--- src/rtl/flash_arb_pkg.sv ---
// Shared types and default widths for the two-client flash read arbiter.
package flash_arb_pkg;

    localparam int FLASH_ADDR_W = 23;
    localparam int FLASH_DATA_W = 32;

    typedef enum logic [1:0] {
        IDLE      = 2'd0,
        ISSUE     = 2'd1,
        WAIT_DATA = 2'd2
    } arb_state_t;

    typedef logic client_idx_t;

endpackage

--- src/rtl/flash_arb_rr2.sv ---
// Two-way combinational grant picker: round-robin by default,
// fixed priority to client 0 when FLASH_ARB_PRIORITY_EN is defined.
module flash_arb_rr2
    import flash_arb_pkg::*;
(
    input  logic [1:0]  req,
    input  client_idx_t last_grant,
    output client_idx_t winner
);

`ifdef FLASH_ARB_PRIORITY_EN
    logic unused_last_grant;
    assign unused_last_grant = last_grant;
`endif

    always_comb begin
        winner = 1'b0;
        case (req)
            2'b01: winner = 1'b0;
            2'b10: winner = 1'b1;
`ifdef FLASH_ARB_PRIORITY_EN
            2'b11: winner = 1'b0;
`else
            2'b11: winner = ~last_grant;
`endif
            default: winner = 1'b0;
        endcase
    end

endmodule

--- src/rtl/flash_read_arbiter.sv ---
// Shares one Avalon-MM flash read port between two clients, one read in flight,
// with response timeout. Define FLASH_ARB_PRIORITY_EN for fixed priority to client 0.
module flash_read_arbiter
    import flash_arb_pkg::*;
#(
    parameter int ADDR_W      = FLASH_ADDR_W,
    parameter int DATA_W      = FLASH_DATA_W,
    parameter int TIMEOUT_CYC = 255
)(
    input  logic              clk,
    input  logic              rst,
    input  logic              c0_read,
    input  logic [ADDR_W-1:0] c0_address,
    input  logic [3:0]        c0_byteenable,
    output logic              c0_waitrequest,
    output logic [DATA_W-1:0] c0_readdata,
    output logic              c0_readdatavalid,
    output logic              c0_timeout,
    input  logic              c1_read,
    input  logic [ADDR_W-1:0] c1_address,
    input  logic [3:0]        c1_byteenable,
    output logic              c1_waitrequest,
    output logic [DATA_W-1:0] c1_readdata,
    output logic              c1_readdatavalid,
    output logic              c1_timeout,
    output logic              flsh_read,
    output logic [ADDR_W-1:0] flsh_address,
    output logic [3:0]        flsh_byteenable,
    input  logic              flsh_waitrequest,
    input  logic [DATA_W-1:0] flsh_readdata,
    input  logic              flsh_readdatavalid,
    output logic              owner,
    output logic              busy
);

    localparam int              CNT_W    = $clog2(TIMEOUT_CYC + 1);
    // Counter is cleared on acceptance and reads k-1 in cycle A+k
    localparam logic [CNT_W-1:0] CNT_LAST = CNT_W'(TIMEOUT_CYC - 1);

    arb_state_t       state;
    client_idx_t      owner_q;
    client_idx_t      last_grant;
    client_idx_t      winner;
    logic [CNT_W-1:0] cnt;
    logic             resp_done;
    logic             resp_to;

    flash_arb_rr2 u_rr2 (
        .req        ({c1_read, c0_read}),
        .last_grant (last_grant),
        .winner     (winner)
    );

    assign resp_done = (state == WAIT_DATA) && flsh_readdatavalid;
    assign resp_to   = (state == WAIT_DATA) && !flsh_readdatavalid && (cnt == CNT_LAST);

    always_ff @(posedge clk or negedge rst) begin
        if (!rst) begin
            state           <= IDLE;
            owner_q         <= 1'b0;
            last_grant      <= 1'b1;
            cnt             <= '0;
            flsh_address    <= '0;
            flsh_byteenable <= '0;
        end else begin
            case (state)
                IDLE: begin
                    if (c0_read || c1_read) begin
                        owner_q         <= winner;
                        flsh_address    <= winner ? c1_address : c0_address;
                        flsh_byteenable <= winner ? c1_byteenable : c0_byteenable;
                        state           <= ISSUE;
                    end
                end
                ISSUE: begin
                    if (!flsh_waitrequest) begin
                        cnt   <= '0;
                        state <= WAIT_DATA;
                    end
                end
                WAIT_DATA: begin
                    if (resp_done || resp_to) begin
                        last_grant <= owner_q;
                        state      <= IDLE;
                    end else begin
                        cnt <= cnt + 1'b1;
                    end
                end
                default: state <= IDLE;
            endcase
        end
    end

    assign flsh_read        = (state == ISSUE);
    assign busy             = (state != IDLE);
    assign owner            = owner_q;

    assign c0_waitrequest   = !((state == ISSUE) && !owner_q) || flsh_waitrequest;
    assign c1_waitrequest   = !((state == ISSUE) &&  owner_q) || flsh_waitrequest;

    assign c0_readdata      = flsh_readdata;
    assign c1_readdata      = flsh_readdata;
    assign c0_readdatavalid = resp_done && !owner_q;
    assign c1_readdatavalid = resp_done &&  owner_q;
    assign c0_timeout       = resp_to && !owner_q;
    assign c1_timeout       = resp_to &&  owner_q;

endmodule

--- config.mk ---
export PLATFORM = sky130hd
export DESIGN_NAME = flash_read_arbiter
export DESIGN_NICKNAME = d
export VERILOG_FILES = /design/src/rtl/flash_arb_pkg.sv /design/src/rtl/flash_arb_rr2.sv /design/src/rtl/flash_read_arbiter.sv
export SDC_FILE = /design/constraint.sdc
export NUM_CORES = 1
export LEC_CHECK = 0
export CAP_MARGIN = 30
export CELL_PAD_IN_SITES_DETAIL_PLACEMENT = 1
export CELL_PAD_IN_SITES_GLOBAL_PLACEMENT = 2
export CORE_MARGIN = 10
export CORE_UTILIZATION = 17
export CTS_CLUSTER_SIZE = 10
export DETAILED_ROUTE_END_ITERATION = 16
export PLACE_DENSITY = 0.77
export REMOVE_ABC_BUFFERS = 1
export SYNTH_ARGS = -nofsm -noshare
export SYNTH_HDL_FRONTEND = slang
export SYNTH_SLANG_ARGS = --single-unit
--- constraint.sdc ---
create_clock -name clk -period 2 [get_ports clk]
set_input_delay 0.2 -clock clk [delete_from_list [all_inputs] [get_ports clk]]
set_output_delay 0.2 -clock clk [all_outputs]
set_load 0.05 [all_outputs]
== Word-level counts from Yosys, hierarchy flattened ==
Cells that the tools add are included.
Cells by class
  add/sub/neg operators: 1
  equal/unequal tests: 9
  muxes and demuxes: 10
  bitwise gates (word level): 1
  reductions and logical operators: 24
Operators with widths (count)
  $mux 23: 1
  $mux 8: 2
  $pmux 8 s2: 1
  $logic_and 1x1->1: 9
  $add 8x1->8 const B: 1
  $eq 8x8->1 const B: 1
  $eq 2x2->1 const B: 3
  $mux 2: 3
  $ne 2x2->1 const B: 3
  $pmux 2 s3: 1
  $reduce_and 3->1: 2
  $logic_not 1->1: 4
  $logic_or 1x1->1: 4
  $mux 4: 1
  $reduce_and 2->1: 2
  $reduce_bool 2->1: 2
  $eq 2x1->1 const B: 1
  $logic_not 2->1: 1
  $ne 2x1->1 const B: 1
  $pmux 1 s2: 1
  $not 1->1: 1
Storage, ports and cells
  register bits after elaboration: 39
  output and inout bits: 100
  word-level logic and storage cells: 51

== Logic depth before layout (Yosys ltp) ==
Gate-level depths: netlist (run 1).
  word-level depth: 6
  mapped depth: 7
  gate-level depth less buffers: 6

== Modules after synthesis ==
Synthesis (run 1) repeated with hierarchy kept, for this count alone.
Second synthesis, totals
  cells, all modules: 254
  area, all modules: 2404.8 µm²
By module, submodules not included
  flash_read_arbiter: times used 1, cells each 253, area an instance 2393.5 µm², seq. area each 977.2 µm²
  flash_arb_rr2: times used 1, cells each 1, area an instance 11.3 µm², seq. area each 0.0 µm²

== Least setup slack after synthesis (run 1) ==
Ideal clock, no wire load.
  path type: reg2out
  start point: register state[0]
  end point: output c0_waitrequest
  arrival: 1772 ps
  required time: 1800 ps
  path slack: 28 ps
  cell stages (with the launch flop): 4
  buffers on the path: 0
  cells stage by stage: dfrtp_1 -> nor2b_1 -> nor2b_1 -> nand2_1
Between the ends
  word-level cells in the longest chain between the ends: 4
RTL lines
  start: declaration: RTL line flash_read_arbiter.sv:40  | arb_state_t state;
  start signal: assignment: RTL line flash_read_arbiter.sv:59  | state <= IDLE;
  start signal: assignment: RTL line flash_read_arbiter.sv:72  | state <= ISSUE;
  start signal: assignment: RTL line flash_read_arbiter.sv:78  | state <= WAIT_DATA;
  $eq 2x1->1
  named net flsh_read: RTL line flash_read_arbiter.sv:26  | output logic flsh_read,
  $logic_and 1x1->1: RTL line flash_read_arbiter.sv:98  | assign c0_waitrequest = !((state == ISSUE) && !owner_q) || flsh_waitrequest;
  $logic_not 1->1: RTL line flash_read_arbiter.sv:98
  $logic_or 1x1->1: RTL line flash_read_arbiter.sv:98
  end: declaration: RTL line flash_read_arbiter.sv:15  | output logic c0_waitrequest,
The timed path passes the listed nets, and every way through them passes these cells.

== Worst setup path after layout (run 1) ==
  start point: register cnt[0]
  end point: output c1_timeout
Between the ends
  word-level cells in the longest chain between the ends: 3
RTL lines
  start: declaration: RTL line flash_read_arbiter.sv:44  | logic [CNT_W-1:0] cnt;
  start signal: assignment: RTL line flash_read_arbiter.sv:86  | cnt <= cnt + 1'b1;
  $eq 8x8->1: RTL line flash_read_arbiter.sv:55  | assign resp_to = (state == WAIT_DATA) && !flsh_readdatavalid && (cnt == CNT_LAST);
  $logic_and 1x1->1: RTL line flash_read_arbiter.sv:55
  $logic_and 1x1->1: RTL line flash_read_arbiter.sv:106  | assign c1_timeout = resp_to && owner_q;
  end: declaration: RTL line flash_read_arbiter.sv:25  | output logic c1_timeout,
Every way passes these cells.

==> metrics.yaml, run 1 <==
status:
  outcome: "finished, final reports clean"
placed_design:
  port-buffer-count: 95
  pre_cts_ws_ns: 0.1925
  gp_congestion: 0.7736
  dp_hpwl_microns: 7858
floorplan:
  die_w_microns: 138.5
  die_y_microns: 138.5
  dieArea_sq_mm: 0.01918
  coreArea_sq_mm: 0.01383
  rows: 43
  ios: 192
  initial_core_util_pct: 17.27
yosys:
  avgSynthCellArea_sq_um: 9.511
  syn_area_sq_mm: 0.002387
  synth_compound_area_share_pct: 11.53
  synth.area.top_cells: "dfrtp_1 (40%), buf_4 (21%), mux2i_1 (11%)"
  synth_top_family_by_area: "buffers and inverters"
  ys_warn_count: 0
  yosys.area_share.simple_pct: 11.48
  yosys.area.top_type: "dfrtp_1"
  synth_sequential_area_ratio_pct: 40.93
  synth_fa_ha_area_share_pct: 1.048
  synth_cells: 251
  synth.area.mux_share_pct: 11.79
  synthXorXnorAreaFrac_pct: 0
  synth_top_cell_area_share_pct: 39.83
  ys_types: 31
  yosys_register_bits: 39
final_layout:
  layout-drive-gt1-share_pct: 11.81
  post-route-util_pct: 23.75
  diodes: 0
  syn_to_final_growth_pct: 37.58
  num-nets-final: 381
  seq_area_sq_um: 977.2
  fillers: 1575
  multi_input_area_sq_um: 874.6
pwr:
  design_power_total_mw: 5.050
  switching_power_mw: 2.448
  p_clk_share_pct: 15.9
  power_density_mw_per_mm2: 1538
  seqPwrFrac_pct: 26.4
  p_leak_nw: 1.334
  swShare_pct: 48.48
  peakVddDrop_uv: 298.2
  comb_power_share_pct: 57.6
  p_int_mw: 2.602
drt:
  first_pass_iters: 4
  route.detailed.drc: 0
  via_per_inst: 4.058
  wl_per_cell_microns: 20.72
  ant_nets: 0
  vias: 1899
  routed_wl_microns: 9697
  drt_iter0_drc: 53
min_path:
  hold_depth: 0
  hold_path.class: "primary input to output pin"
  min_to: "c1_readdata[16]"
  worstHoldStart: "flsh_readdata[16]"
timing:
  slew_headroom_pct: 56.17
  tightest_slew_ns: 0.6574
  fin_worst_skew_ns: 0.003153
  max_freq_mhz: 528.4
  period_share_pct: 94.62
  finalHoldViolations: 0
  period_needed_ns: 1.892
  rsz0062_at_grt: "yes"
  finalSetupViolations: 0
  finalWorstSetupSlack_ns: 0.1075
  final_max_slew_viol_count: 0
run:
  drv_cap: 0
clock_tree:
  root_buffer: "clkbuf_16"
  post_cts_buffers: 0
  insertion_delay_ns: 0.29
  cts_buffers: 5
  cts_tree: "done"
  cts_buffer_depth: 2
  cts.clk_slew.worst_paths_ns: 0.06
  clkSinkCount: 39
  cts_resized: 0
  htreeDepth: 2
critical_path:
  critPathKind: "flip-flop to output pin"
  cp_cell_sequence: "inv_1 > ha_1 > and3_2 > nand3_1 > nor2_1 > buf_12"
  worst_path_max_delay_cell: "dfrtp_1"
  crit_path_end_kind: "output pin"
  r2r-end: "cnt[5]"
  critPathMaxStageDelay_ns: 0.40
  reg2regPathDepth: 4
  reg2reg_slack_ns: 0.38
  crit_family: "simple AND/OR/NAND/NOR gates"
  r2r_start: "state[0]"
  critPathMaxFanout: 3
  worstPathArrival_ns: 1.69
  cp.buffers_inverters: 2
  critical_path_required_ns: 1.80
  cp-start-kind: "flip-flop"
global_routing:
  track_usage_pct: 9.908
  grt_pass1_vias: 2069
  grt_remaining_overflow: 0
  grt_pass1_wl_microns: 14330
  antenna_found_initial: 0
  grt_max_degree: 49
## sequential cells by signal, indices dropped and copies added, names as in the netlist
register and flops:
flsh_byteenable 4, last_grant 1, cnt 8, flsh_address 23, state 2, owner 1
## cell families after synthesis
logic type | count (synthesis)
buffers and inverters | 77
AND/OR/NAND/NOR | 60
AO/OA/AOI/OAI | 45
flip-flops | 39
multiplexers | 28
adder cells (fa/ha/maj) | 2
## metal layers
layer | GRT usage [%] | share of wire, % | vias up
met5 | 5.759 | 1.0 | -
met4 | 2.941 | 1.2 | 4
met3 | 8.288 | 16 | 16
met2 | 12.45 | 39 | 121
met1 | 11.67 | 43 | 907
li1 | - | - | 851
## Yosys cell counts
master	count
nand2b_1	3
ha_1	2
or2_1	2
and3_1	2
nand3_1	3
nor2b_1	3
a21boi_4	1
and4_4	1
a21o_1	1
o21ai_0	1
mux2i_1	27
a31oi_2	2
mux2_2	1
dfrtp_1	38
o21ai_1	1
a31oi_1	5
buf_1	1
a41oi_1	2
buf_4	67
buf_6	1
inv_1	2
nor2_1	34
a21oi_1	30
dfstp_2	1
clkbuf_1	1
buf_2	5
and3_2	1
a21boi_1	1
nand2_1	10
nor3b_2	1
a211oi_1	1
## area by class of cell
| type | count | area share, % |
|---|---|---|
| Sequential cell | 39 | 29.75 |
| Clock inverter | 2 | 0.3810 |
| Timing Repair Buffer | 104 | 32.23 |
| Clock buffer | 6 | 3.924 |
| Multi-Input combinational cell | 135 | 26.63 |
| Tap cell | 180 | 6.857 |
| Inverter | 2 | 0.2286 |
## repair_timing
action | CTS | global route
hold buffers | 1 | 0
endpoints found under the setup margin | 0 | 2
hold endpoints to repair | 23 | 0
## power groups by stage
stage	clock [mW]	combinational (mW)	sequential, mW
floorplan	0	0.863	2.29
global placement	0	2.91	1.34
detailed placement	0	2.96	1.35
CTS	0.852	2.98	1.34
global route	0.875	3.12	1.40
finish	0.806	2.91	1.33
## cell usage in the layout (no fill, tap or decap), types with 2 or more instances in the layout
cell type	instances
or2_1	2
inv_1	2
a21oi_1	30
clkdlybuf4s50_1	86
dfrtp_1	38
clkbuf_16	5
nor2_1	33
nand3_1	3
buf_4	11
a31oi_2	2
buf_12	5
ha_1	2
a31oi_1	5
and3_1	2
nand2_1	10
nor2b_1	3
a21boi_4	2
mux2i_1	27
a41oi_1	2
nand2b_1	3
## per-stage QoR
step | hold slack (ns) | TNS (ns) | instance area, sq um | cells
final | 0.4006 | 0 | 3284 | 468
after global routing | 0.4006 | -0.04738 | 3284 | 468
after CTS | 0.4015 | 0 | 3284 | 468
after detailed placement | 0.2703 | 0 | 3133 | 459
after global placement | 0.2666 | 0 | 3133 | 459
after floorplan | -0.09559 | -27.98 | 1841 | 176
## worst max-delay path by stage
stage / startpoint / to / slack, ns / cells after the start
global placement: flsh_readdatavalid / cnt[3] / 0.26 / 5
CTS: cnt[0] / c1_timeout / 0.06 / 6
floorplan: state[0] / owner / -1.01 / 3
detailed placement: flsh_readdatavalid / cnt[5] / 0.19 / 5
finish: cnt[0] / c1_timeout / 0.11 / 6
global route: cnt[0] / c1_timeout / -0.02 / 6
Power figures use the tool's default switching activity.
==> run 2: changes to the inputs <==
Settings changed: ABC_AREA set to 0, RECOVER_POWER set to 100.
Clock period 2 ns to 2.13 ns, I/O delays scaled along.
==> metrics.yaml, run 2 (same netlist as run 1, synthesis figures left out) <==
min_path:
  hold_path.class: "primary input to output pin"
  worstHoldStart: "flsh_readdata[12]"
  hold_depth: 0  # unchanged
  min_to: "c1_readdata[12]"
floorplan:
  dieArea_sq_mm: 0.01918  # unchanged
  coreArea_sq_mm: 0.01383  # unchanged
  initial_core_util_pct: 17.27  # unchanged
  die_y_microns: 138.5  # unchanged
  rows: 43  # unchanged
  ios: 192  # unchanged
  die_w_microns: 138.5  # unchanged
global_routing:
  track_usage_pct: 9.621  # -0.29 points
  grt_remaining_overflow: 0  # unchanged
  antenna_found_initial: 0  # unchanged
  grt_pass1_vias: 2066  # -0.14%
  grt_pass1_wl_microns: 14080  # -1.8%
  grt_max_degree: 49  # unchanged
clock_tree:
  clkSinkCount: 39  # unchanged
  insertion_delay_ns: 0.29  # about the same
  cts_buffers: 5  # unchanged
  cts_buffer_depth: 2  # unchanged
  root_buffer: "clkbuf_16"
  cts_tree: "done"
  cts.clk_slew.worst_paths_ns: 0.06  # about the same
  cts_resized: 0  # unchanged
  htreeDepth: 2  # unchanged
critical_path:
  crit_path_end_kind: "output pin"
  critPathKind: "flip-flop to output pin"
  cp.buffers_inverters: 1  # -1
  cp-start-kind: "flip-flop"
  reg2reg_slack_ns: 0.25  # -0.13 ns
  crit_family: "buffers and inverters"
  reg2regPathDepth: 6  # +2
  worstPathArrival_ns: 1.76  # +0.07 ns
  critPathMaxStageDelay_ns: 0.78  # +0.38 ns
  cp-startpoint: "state[1]"
  worst_path_max_delay_cell: "dlygate4sd3_1"
  r2r_start: "cnt[0]"
  cp_cell_sequence: "or2_1 > dlygate4sd3_1"
  critical_path_required_ns: 1.92  # +0.12 ns
  critPathMaxFanout: 4  # +1
  r2r-end: "cnt[6]"
final_layout:
  final_cell_mix: "clkdlybuf4s50_1 (58), dfrtp_1 (38), nor2_1 (34)"
  layout-drive-gt1-share_pct: 9.441  # -2.4 points
  layout_commonest_cell: "clkdlybuf4s50_1"
  final_cell_area_sq_mm: 0.003188  # -2.9%
  top_regs: "flsh_address (23), cnt (8), flsh_byteenable (4)"
  finalNonFillerCells: 466  # -0.43%
  num-nets-final: 379  # -0.52%
  largest_register_ffs: 23  # unchanged
  syn_to_final_growth_pct: 33.54
  diodes: 0  # unchanged
  post-route-util_pct: 23.06  # -0.70 points
  largest-register: "flsh_address"
drt:
  via_per_inst: 4.082  # +0.59%
  wl_per_cell_microns: 20.27  # -2.2%
  ant_nets: 0  # unchanged
  first_pass_iters: 4  # unchanged
  route.detailed.drc: 0  # unchanged
  vias: 1902  # +0.16%
  drt_iter0_drc: 52  # -1.9%
  routed_wl_microns: 9445  # -2.6%
timing:
  rsz0062_at_grt: "no"
  max_freq_mhz: 506.8
  finalHoldViolations: 0  # unchanged
  final_max_slew_viol_count: 0  # unchanged
  period_needed_ns: 1.973
  hold_ws_ns: 0.4266  # +0.02608 ns
  slew_headroom_pct: 46.50  # -9.7 points
  period_share_pct: 92.63
  tightest_slew_ns: 0.8025  # +0.1450 ns
  tns_ns: 0  # unchanged
  finalSetupViolations: 0  # unchanged
  fin_worst_skew_ns: 0.004700  # +0.001547 ns
  finalWorstSetupSlack_ns: 0.1569  # +0.04942 ns
placed_design:
  pre_cts_ws_ns: 0.1931  # +0.0005820 ns
  dp_cells: 456  # -0.65%
  placed_area_sq_mm: 0.003088  # -1.4%
  port-buffer-count: 95  # unchanged
  dp_hpwl_microns: 7724  # -1.7%
  gp_congestion: 0.7496  # -3.1%
run:
  drv_cap: 0  # unchanged
pwr:
  peakVddDrop_uv: 480.1  # +61%
  design_power_total_mw: 4.511  # -11%
  p_leak_nw: 1.279  # -4.2%
  power_density_mw_per_mm2: 1415  # -8.0%
status:
  outcome: "finished, final reports clean"
[run 2: changes by cell type in the layout (fill, tap and decap cells not counted), moves of 3 or more]
cell / previous run / this run
dlygate4sd3_1: 1 / 30
clkdlybuf4s50_1: 86 / 58
buf_4: 11 / 3
clkbuf_2: 0 / 6
buf_12: 5 / 1
clkbuf_1: 1 / 4
[run 2: final cells by class]
cell class              instances  area, sq um
flip-flops and latches         39        977.2
clock inverters                 2        12.51
clock buffers                   6        128.9
fillers                      1606        10640
multi-input cells             135        867.1
inverters                       2        7.507
well taps                     180        225.2
repair buffers                102        969.7
[run 2: worst max-delay path by stage]
stage	cells past startpoint	slack [ns]	to
after global placement	5	0.28	cnt[6]
after detailed placement	5	0.19	cnt[6]
after global routing	5	0.05	flsh_address[2]
after CTS	2	0.15	busy
final	2	0.16	busy
after floorplan	3	-0.88	owner
[run 2: where the power goes]
part | switching (mW) | internal, mW
clock network | 0.301 | 0.432
logic | 1.76 | 0.772
registers | 0.180 | 1.06
total | 2.24 | 2.27
[run 2: what timing repair did]
item	CTS	global route
hold buffers	0	1
hold endpoints to repair	0	12
setup buffers	0	0
[run 2: metal layers]
metal / track usage [%] / vias up / share of wire, %
met5: 5.759 / - / 1.0
met4: 2.775 / 4 / 1.2
met1: 11.83 / 907 / 43
met2: 11.55 / 134 / 38
li1: - / 843 / -
met3: 7.979 / 14 / 16
